--- config.mk ---
export PLATFORM = sky130hd
export DESIGN_NAME = mem_port_arbiter
export DESIGN_NICKNAME = d
export VERILOG_FILES = /design/src/rtl/mem_port_arbiter_pkg.sv /design/src/rtl/mem_port_arbiter_rr_pick3.sv /design/src/rtl/mem_port_arbiter.sv
export SDC_FILE = /design/constraint.sdc
export NUM_CORES = 1
export LEC_CHECK = 0
export BUFFER_PORTS_ARGS = -buffer_cell sky130_fd_sc_hd__buf_4
export CORE_MARGIN = 2
export CORE_UTILIZATION = 47
export CTS_BUF_LIST = sky130_fd_sc_hd__clkbuf_4
export CTS_CLUSTER_SIZE = 10
export DETAILED_ROUTE_END_ITERATION = 16
export PLACE_DENSITY_LB_ADDON = 0.08
export SLEW_MARGIN = 10
export SYNTH_ARGS = -nofsm -noshare
export SYNTH_HDL_FRONTEND = slang
export SYNTH_SLANG_ARGS = --single-unit
--- constraint.sdc ---
create_clock -name clk -period 3.7 [get_ports clk]
set_input_delay 0.185 -clock clk [delete_from_list [all_inputs] [get_ports clk]]
set_output_delay 0.185 -clock clk [all_outputs]
set_load 0.03 [all_outputs]
--- src/rtl/mem_port_arbiter_pkg.sv ---
// Shared definitions for the three-requester memory port arbiter.
//   - requester index constants and requester count
//   - arbiter state encoding
//   - round-robin index helpers used by the picker and the top level
package mem_port_arbiter_pkg;

  localparam int NUM_REQ = 3;
  localparam int IDX_W   = 2;
  localparam int BURST_W = 8;  // holds MAX_BURST up to 255

  typedef logic [IDX_W-1:0] req_idx_t;

  localparam req_idx_t LOADER  = 2'd0;  // matrix-1/2 loader
  localparam req_idx_t COMPUTE = 2'd1;  // compute engine
  localparam req_idx_t READER  = 2'd2;  // result reader

  typedef enum logic {
    ST_IDLE  = 1'b0,
    ST_OWNED = 1'b1
  } arb_state_e;

  // Next requester index in round-robin order, wrapping READER -> LOADER.
  function automatic req_idx_t rr_next(input req_idx_t idx);
    return (idx == READER) ? LOADER : req_idx_t'(idx + 2'd1);
  endfunction

  // Index of the set bit in a one-hot requester vector.
  function automatic req_idx_t onehot_to_idx(input logic [NUM_REQ-1:0] oh);
    req_idx_t idx;
    case (oh)
      3'b010:  idx = COMPUTE;
      3'b100:  idx = READER;
      default: idx = LOADER;
    endcase
    return idx;
  endfunction

endpackage

--- src/rtl/mem_port_arbiter_rr_pick3.sv ---
// rr_pick3: combinational 3-way round-robin priority picker.
//   req_i   - request vector, one bit per requester
//   start_i - index examined first; the search wraps and ends at start_i-1
//   pick_o  - one-hot winner (zero when nothing is requested)
//   valid_o - a winner exists
module rr_pick3
  import mem_port_arbiter_pkg::*;
(
  input  logic [NUM_REQ-1:0] req_i,
  input  req_idx_t           start_i,
  output logic [NUM_REQ-1:0] pick_o,
  output logic               valid_o
);

  always_comb begin
    req_idx_t cand;
    logic     found;
    // NOTE: every output gets a default before the loop so no path leaves
    // a value unassigned, which would otherwise infer a latch.
    pick_o = '0;
    found  = 1'b0;
    cand   = start_i;
    for (int k = 0; k < NUM_REQ; k++) begin
      if (!found && req_i[cand]) begin
        pick_o[cand] = 1'b1;
        found        = 1'b1;
      end
      cand = rr_next(cand);
    end
    valid_o = found;
  end

endmodule

--- src/rtl/mem_port_arbiter.sv ---
// mem_port_arbiter: shares one single-port memory between three requesters
// (loader, compute engine, result reader) with registered round-robin grants,
// optional locked bursts bounded by MAX_BURST, and per-requester read-valid.
//   clk, rst            - clock, asynchronous active-low reset
//   req/lock/wEN        - per-requester request, keep-ownership, write select
//   addr/wdata          - per-requester address / write data, slice i = requester i
//   gnt                 - registered one-hot-or-zero grant
//   rvalid/rdata        - read strobe for the requester whose read returns; shared data
//   memEN/memwEN/memaddr/memwdata - command to the memory, muxed from the owner
//   memrdata            - memory read data, one cycle after the read command
module mem_port_arbiter
  import mem_port_arbiter_pkg::*;
#(
  parameter int AW        = 8,
  parameter int DW        = 8,
  parameter int MAX_BURST = 16
) (
  input  logic                  clk,
  input  logic                  rst,
  input  logic [NUM_REQ-1:0]    req,
  input  logic [NUM_REQ-1:0]    lock,
  input  logic [NUM_REQ-1:0]    wEN,
  input  logic [NUM_REQ*AW-1:0] addr,
  input  logic [NUM_REQ*DW-1:0] wdata,
  output logic [NUM_REQ-1:0]    gnt,
  output logic [NUM_REQ-1:0]    rvalid,
  output logic [DW-1:0]         rdata,
  output logic                  memEN,
  output logic                  memwEN,
  output logic [AW-1:0]         memaddr,
  output logic [DW-1:0]         memwdata,
  input  logic [DW-1:0]         memrdata
);

  localparam logic [BURST_W-1:0] MAX_BURST_C = BURST_W'(MAX_BURST);

  arb_state_e           state_q, state_d;
  req_idx_t             owner_q, owner_d;
  req_idx_t             rr_ptr_q, rr_ptr_d;
  logic [BURST_W-1:0]   burst_q, burst_d;
  logic [NUM_REQ-1:0]   gnt_q, gnt_d;
  logic [NUM_REQ-1:0]   rvalid_q, rvalid_d;
  // Cleared by reset, set on the first edge afterwards: keeps the first grant
  // off the edge that immediately follows reset release.
  logic                 arb_en_q;

  logic                 owned;
  logic                 owner_req;
  logic                 hold;
  req_idx_t             pick_start;
  logic [NUM_REQ-1:0]   pick_vec;
  logic                 pick_valid;
  req_idx_t             pick_idx;

  assign owned     = (state_q == ST_OWNED);
  assign owner_req = owned && req[owner_q];
  assign hold      = owner_req && lock[owner_q] && (burst_q < MAX_BURST_C);

  // After an owner the search begins just past it, so the old owner is the
  // last candidate; from idle it begins at the round-robin pointer.
  assign pick_start = owned ? rr_next(owner_q) : rr_ptr_q;

  rr_pick3 u_pick (
    .req_i   (req),
    .start_i (pick_start),
    .pick_o  (pick_vec),
    .valid_o (pick_valid)
  );

  assign pick_idx = onehot_to_idx(pick_vec);

  always_comb begin
    state_d  = state_q;
    owner_d  = owner_q;
    burst_d  = burst_q;
    rr_ptr_d = rr_ptr_q;
    gnt_d    = gnt_q;
    if (arb_en_q) begin
      if (hold) begin
        burst_d = burst_q + BURST_W'(1);
      end else if (pick_valid) begin
        // A re-grant of the same requester also restarts the burst count.
        state_d  = ST_OWNED;
        owner_d  = pick_idx;
        burst_d  = BURST_W'(1);
        rr_ptr_d = rr_next(pick_idx);
        gnt_d    = pick_vec;
      end else begin
        state_d = ST_IDLE;
        owner_d = LOADER;
        burst_d = '0;
        gnt_d   = '0;
      end
    end
  end

  // Memory command follows the registered owner but only while it still
  // requests; a dropped request issues nothing in that cycle.
  always_comb begin
    memEN    = 1'b0;
    memwEN   = 1'b0;
    memaddr  = '0;
    memwdata = '0;
    if (owner_req) begin
      memEN    = 1'b1;
      memwEN   = wEN[owner_q];
      memaddr  = addr[int'(owner_q)*AW +: AW];
      memwdata = wdata[int'(owner_q)*DW +: DW];
    end
  end

  // The read strobe is tagged with the issuing owner, so it lands correctly
  // even when ownership moves on the same edge.
  assign rvalid_d = (owner_req && !wEN[owner_q]) ? gnt_q : '0;

  always_ff @(posedge clk or negedge rst) begin
    if (!rst) begin
      state_q  <= ST_IDLE;
      owner_q  <= LOADER;
      rr_ptr_q <= LOADER;
      burst_q  <= '0;
      gnt_q    <= '0;
      rvalid_q <= '0;
      arb_en_q <= 1'b0;
    end else begin
      // NOTE: non-blocking assignments so every register samples the values
      // from before this edge, independent of statement order.
      state_q  <= state_d;
      owner_q  <= owner_d;
      rr_ptr_q <= rr_ptr_d;
      burst_q  <= burst_d;
      gnt_q    <= gnt_d;
      rvalid_q <= rvalid_d;
      arb_en_q <= 1'b1;
    end
  end

  assign gnt    = gnt_q;
  assign rvalid = rvalid_q;
  // Memory data arrives in the strobe cycle; forced to zero otherwise.
  assign rdata  = (|rvalid_q) ? memrdata : '0;

endmodule

==> impl_metrics.json, run 1 <==
{
  "antenna_found_initial": 0,
  "vdd_drop_max_mv": 0.4457,
  "clkLatencyLatePin_ns": 0.32,
  "die_w_um": 61.01,
  "wl_per_cell_um": 15.21,
  "synth_top_area_share_pct": 32.76,
  "crit_fanout": 24,
  "cp_cell_sequence": "inv_1 -> a21o_1 -> o211ai_2 -> inv_2 -> buf_4",
  "path_class": "reg -> out",
  "dieHeight_um": 61.01,
  "netlist_instances": 190,
  "tightestPinTransition_ns": 0.9109,
  "yosys.area_share.simple_pct": 24.90,
  "hold_ws_ns": 0.2335,
  "fin_crit_ns": 2.654,
  "cp.depth": 5,
  "avgSynthCellArea_sq_um": 8.041,
  "cts_root_buffer": "clkbuf_4",
  "gp_congestion": 0.8539,
  "grt_pass1_wl_mm": 7.424,
  "crit_family": "flip-flops",
  "worst_setup_path_start_kind": "register",
  "p_per_area_mw_per_mm2": 780.7,
  "ant_nets": 0,
  "placed_cells": 325,
  "netlist_top_cells_area": "dfrtp_1 (33%), mux2i_1 (12%), nor2_1 (12%), a21oi_1 (6.2%), nor2b_1 (3.7%)",
  "synth_area_sq_mm": 0.001528,
  "synth_flop_cell": "dfrtp_1",
  "start_util_pct": 49.63,
  "ios": 99,
  "pwr-share-clk_pct": 10.1,
  "p_sw_share_pct": 52.45,
  "synthMuxAreaShare_pct": 13.19,
  "h-tree-depth": 1,
  "yosys.area_share.xor_xnor_pct": 1.720,
  "drv_slew": 0,
  "syn_nets": 258,
  "port_buffers": 98,
  "synth_seq_area_share_pct": 32.76,
  "synth_compound_area_share_pct": 20.88,
  "fin_skew_ns": 0.004866,
  "finalSetupViolCount": 0,
  "synth_async_sr_flop_share_pct": 100.0,
  "p_leak_nw": 1.180,
  "ys_types": 47,
  "p_seq_share_pct": 19.5,
  "finalCritPeriodShare_pct": 71.73,
  "cts_resized": 0,
  "nNetsFinal": 355,
  "num_antenna_cells": 0,
  "core-area_sq_mm": 0.003078,
  "synth_top_family_by_area": "simple AND/OR/NAND/NOR gates",
  "r2r_cells": 6,
  "intPower_w": 0.0008737,
  "ys_ff_latch": 20,
  "numClockSinks": 20,
  "maxCapViolCount": 0,
  "drt_first_pass_iters": 4,
  "dp_slack_ns": 1.206,
  "relSlewSlack_pct": 39.09,
  "cts_tree": "yes",
  "crit_slowest_cell": "dfrtp_1",
  "p_sw_w": 0.0009638,
  "dieArea_sq_mm": 0.003722,
  "cp-startpoint": "owner_q[1]",
  "status": "completed",
  "num_rows": 20,
  "setup_ws_ns": 1.046,
  "max_freq_mhz": 376.8,
  "path_buf_inv": 3,
  "max_stage_delay_ns": 0.88,
  "mostFrequentLayoutCells": "buf_4 (100), nor2_1 (47), dfrtp_1 (20), mux2i_1 (19), a21oi_1 (19)",
  "hold_viol": 0,
  "yosys_warnings": 0,
  "first_global_vias": 1581,
  "stdcell_count": 330,
  "clk_path_buf_depth": 2,
  "synthAdderAreaFrac_pct": 0.8190,
  "synth_edf_count": 0,
  "yosys.area.top_type": "dfrtp_1",
  "cp.required_ns": 3.51,
  "r2r_slack_ns": 1.15,
  "vias_per_cell": 5.403,
  "drt_iter0_markers": 133,
  "cp-endpoint": "memEN",
  "final_common_cell": "buf_4",
  "r2r_start": "owner_q[1]",
  "endpoint_kind": "primary output",
  "syn2layout_area_growth_pct": 54.05,
  "drt-total-wl_mm": 5.018,
  "place_hpwl_mm": 3.875,
  "p_comb_share_pct": 70.4,
  "hold_class": "in -> reg",
  "grt-ovfl-total": 0,
  "finalSetupTns_ns": 0,
  "drc_errors": 0,
  "worstPathArrival_ns": 2.47,
  "num_vias": 1783,
  "cts_made_buffers": 3,
  "grt_max_degree": 25,
  "r2r_end": "owner_q[0]",
  "drive_above_1_share_pct": 40.56,
  "cts.clk_slew.worst_paths_ns": 0.12,
  "grt_setup_unrepaired": "no",
  "grt_usage_pct": 26.60
}
==> metal layers <==
layer	up-vias	global-route usage [%]	wire length, um
met5	-	0	0
met4	0	8.075	54
met3	7	2.311	366
met2	66	47.00	2543
met1	854	34.76	2053
li1	856	-	-
==> sequential cells by signal, summed over array words and instances (netlist names) <==
name      count
rvalid        3
rr_ptr_q      2
burst_q       8
owner_q       2
owned         1
arb_en_q      1
gnt           3
==> Yosys cell counts (2+ instances only) <==
cell type,n
a211o_2,2
a21boi_0,2
a21oi_1,19
a31oi_1,2
and3_1,3
buf_2,3
clkbuf_1,4
dfrtp_1,20
inv_1,9
mux2i_1,19
nand2_1,4
nand3_1,4
nand4_1,2
nor2_1,47
nor2b_1,9
nor3_1,2
o21ai_0,6
o2bb2ai_1,2
or3b_2,2
xnor2_1,2
==> worst min-delay path by stage <==
stage	slack (ns)	end	depth (start not counted)	startpoint
after floorplan	-0.11	arb_en_q	0	rst
after global placement	0.07	arb_en_q	1	rst
after detailed placement	0.08	arb_en_q	1	rst
after CTS	0.23	rvalid[2]	3	wEN[2]
after global routing	0.26	rvalid[0]	3	wEN[2]
final	0.23	rvalid[2]	3	wEN[2]
==> cell type report <==
class / count / area, sq um
Multi-Input combinational cell: 150 / 943.4
Timing Repair Buffer: 101 / 760.7
Fill cell: 251 / 724.4
Sequential cell: 20 / 500.5
Tap cell: 44 / 55.05
Inverter: 11 / 41.29
Clock inverter: 1 / 30.03
Clock buffer: 3 / 22.52
==> tightest hold or removal path, delay by kind of cell <==
family | cells | cell delay, ns
AO/OA/AOI/OAI | 1 | 0.09
buffers and inverters | 1 | 0.08
AND/OR/NAND/NOR | 1 | 0.18
==> cell families after synthesis <==
group           after synthesis
compound gates               45
other cells                   1
buf+inv                      20
mux                          20
simple gates                 80
flops                        20
fa+ha+maj                     1
xor+xnor                      3
==> repair_timing <==
item / CTS / global route
endpoints found under the hold margin: 20 / 0
hold buffers: 1 / 0
setup buffers: 0 / 0
==> power by group through the flow <==
stage / clock (W) / sequential, W / combinational (W)
6_report: 0.000186 / 0.000358 / 0.00129
4_1_cts: 0.000186 / 0.000356 / 0.00129
5_1_grt: 0.000194 / 0.000367 / 0.00139
3_3_place_gp: 0 / 0.000359 / 0.00127
2_1_floorplan: 0 / 0.000365 / 0.000855
3_5_place_dp: 0 / 0.000359 / 0.00129
==> through the flow <==
stage	util [%]	power [W]	cell area, sq um
floorplan	-	0.001220	1528
global route	76.46	0.001948	2354
CTS	76.46	0.001835	2354
detailed placement	74.43	0.001649	2291
finish	76.46	0.001837	2354
global placement	74.43	0.001626	2291
(Power assumes the default switching activity.)
==> inputs of run 2 (changes only) <==
- CORE_UTILIZATION: 47 -> 39
- clock period: 3.7 -> 2.13 ns (I/O delays scaled with it)
==> run 2 against run 1 <==
  * Via count is 5.2% lower
  * Flip-flop and latch count unchanged
  * Clock-buffer cell count unchanged
  * Utilization shrank 13 points
  * Clock skew rose by 0.0021 ns
  * Die area up 19%
  * Global-route usage shrank 7.9 points
  * Final cell count is 2.4% higher
  * Critical path type unchanged
  * Critical endpoint is now memwEN
  * Largest cell class unchanged
  * Highest routed layer unchanged
==> impl_metrics.json, run 2 (synthesis results as in run 1) <==
{
  "grt_usage_pct": 18.69,
  "path_class": "reg -> out",
  "placed_area_sq_mm": 0.002326,
  "h-tree-depth": 1,
  "r2r_start": "owner_q[0]",
  "cp.required_ns": 2.02,
  "hold_ws_ns": 0.1632,
  "crit_slowest_cell": "dfrtp_1",
  "finalCritPeriodShare_pct": 93.47,
  "worstPathArrival_ns": 1.88,
  "port_buffers": 98,
  "post_cts.repair.setup_buffers": 0,
  "final_common_cell": "buf_4",
  "largest_register": "burst_q",
  "cts_root_buffer": "clkbuf_4",
  "intPower_w": 0.001457,
  "r2r_slack_ns": 0.29,
  "numClockSinks": 20,
  "pwr-share-clk_pct": 6.0,
  "gp_congestion": 0.7986,
  "max_freq_mhz": 502.3,
  "cts_tree": "yes",
  "syn2layout_area_growth_pct": 54.87,
  "finalSetupTns_ns": 0,
  "num_vias": 1691,
  "fin_skew_ns": 0.006979,
  "ant_nets": 0,
  "drt_iter0_markers": 54,
  "vias_per_cell": 5.003,
  "dieHeight_um": 66.59,
  "relSlewSlack_pct": 64.96,
  "largest_register_ffs": 8,
  "place_hpwl_mm": 3.429,
  "nNetsFinal": 359,
  "r2r_end": "owner_q[0]",
  "first_global_vias": 1423,
  "grt_pass1_wl_mm": 6.423,
  "final_area_sq_mm": 0.002366,
  "tightestPinTransition_ns": 0.5224,
  "max_stage_delay_ns": 0.37,
  "r2r_cells": 6,
  "worst_setup_path_start_kind": "register",
  "drt_first_pass_iters": 4,
  "start_util_pct": 41.11,
  "p_leak_nw": 1.188,
  "cp_cell_sequence": "buf_4 -> buf_4 -> mux2i_1 -> nor2_1 -> a21oi_1 -> nor2_1 -> buf_4",
  "hold_class": "in -> reg",
  "whs_path_depth": 3,
  "num_antenna_cells": 0,
  "p_sw_share_pct": 52.57,
  "endpoint_kind": "primary output",
  "min_to": "rvalid[1]",
  "hold_viol": 0,
  "die_w_um": 66.59,
  "wl_per_cell_um": 12.77,
  "clkLatencyLatePin_ns": 0.31,
  "grt-ovfl-total": 0,
  "antenna_found_initial": 0,
  "maxCapViolCount": 0,
  "drt-total-wl_mm": 4.316,
  "fin_crit_ns": 1.991,
  "mostFrequentLayoutCells": "buf_4 (103), nor2_1 (47), dfrtp_1 (20), mux2i_1 (19), a21oi_1 (19)",
  "drv_slew": 0,
  "path_buf_inv": 3,
  "cpMostUsedCell": "buf_4",
  "grt_setup_unrepaired": "no",
  "status": "completed",
  "p_per_area_mw_per_mm2": 1299,
  "p_sw_w": 0.001615,
  "crit_fanout": 13,
  "p_comb_share_pct": 75.1,
  "min_from": "wEN[2]",
  "drc_errors": 0,
  "core-area_sq_mm": 0.003716,
  "p_seq_share_pct": 18.9,
  "num_rows": 22,
  "clk_path_buf_depth": 2,
  "drive_above_1_share_pct": 41.03,
  "crit_family": "buffers and inverters",
  "vdd_drop_max_mv": 0.9381,
  "cts.clk_slew.worst_paths_ns": 0.11,
  "cts_made_buffers": 3,
  "ios": 99,
  "finalSetupViolCount": 0,
  "p_total_w": 0.003073,
  "dieArea_sq_mm": 0.004434,
  "grt_max_degree": 21,
  "utilization_pct": 63.67
}
## run 2: cell count changes in the layout (fill, tap and decap cells not counted), sizes merged
cell / change
bufinv: -1
clkinv: +1
buf: +4
## run 2: per-layer routing
layer / GRT usage, % / wire, um
met1: 24.76 / 1831
met2: 30.88 / 2015
met3: 5.068 / 452
met4: 3.061 / 15
met5: 0 / 0
## run 2: stage by stage
| step | instances | worst slack, ns |
|---|---|---|
| global placement | 333 | 0.3450 |
| CTS | 338 | 0.1268 |
| floorplan | 190 | 0.2454 |
| global route | 338 | 0.01424 |
| finish | 338 | 0.1390 |
| detailed placement | 333 | 0.2686 |
## run 2: worst min-delay path: cells and delay by family
| family | cells | cell delay (ns) |
|---|---|---|
| simple gates | 1 | 0.18 |
| compound gates | 1 | 0.09 |
| buf+inv | 1 | 0.08 |
## run 2: what timing repair did
| action | CTS | global route |
|---|---|---|
| hold buffers | 1 | 0 |
| hold endpoints to repair | 20 | 0 |
| resized for setup | 0 | 1 |
| endpoints found under the setup margin | 0 | 2 |
## run 2: how the worst max path moves through the flow
stage               startpoint         end  slack [ns]  depth (start not counted)
floorplan           owner_q[0]  memaddr[3]        0.25                          6
global placement    burst_q[4]  burst_q[0]        0.35                          4
detailed placement  owner_q[0]      gnt[1]        0.27                          6
CTS                 owner_q[0]      memwEN        0.13                          7
global route        owner_q[0]      memwEN        0.01                          7
finish              owner_q[0]      memwEN        0.14                          7
## run 2: area by class of cell
| type | instances | area, sq um |
|---|---|---|
| Inverter | 11 | 41.29 |
| Fill cell | 360 | 1350 |
| Sequential cell | 20 | 500.5 |
| Clock buffer | 3 | 22.52 |
| Multi-Input combinational cell | 150 | 943.4 |
| Timing Repair Buffer | 105 | 794.5 |
| Tap cell | 48 | 60.06 |
| Clock inverter | 1 | 3.754 |
## run 2: power groups by stage
stage,combinational (W),sequential (W),clock (W)
6_report,0.00231,0.000580,0.000185
3_5_place_dp,0.00231,0.000586,0
4_1_cts,0.00232,0.000579,0.000194
2_1_floorplan,0.00148,0.000635,0
3_3_place_gp,0.00229,0.000581,0
5_1_grt,0.00249,0.000594,0.000215
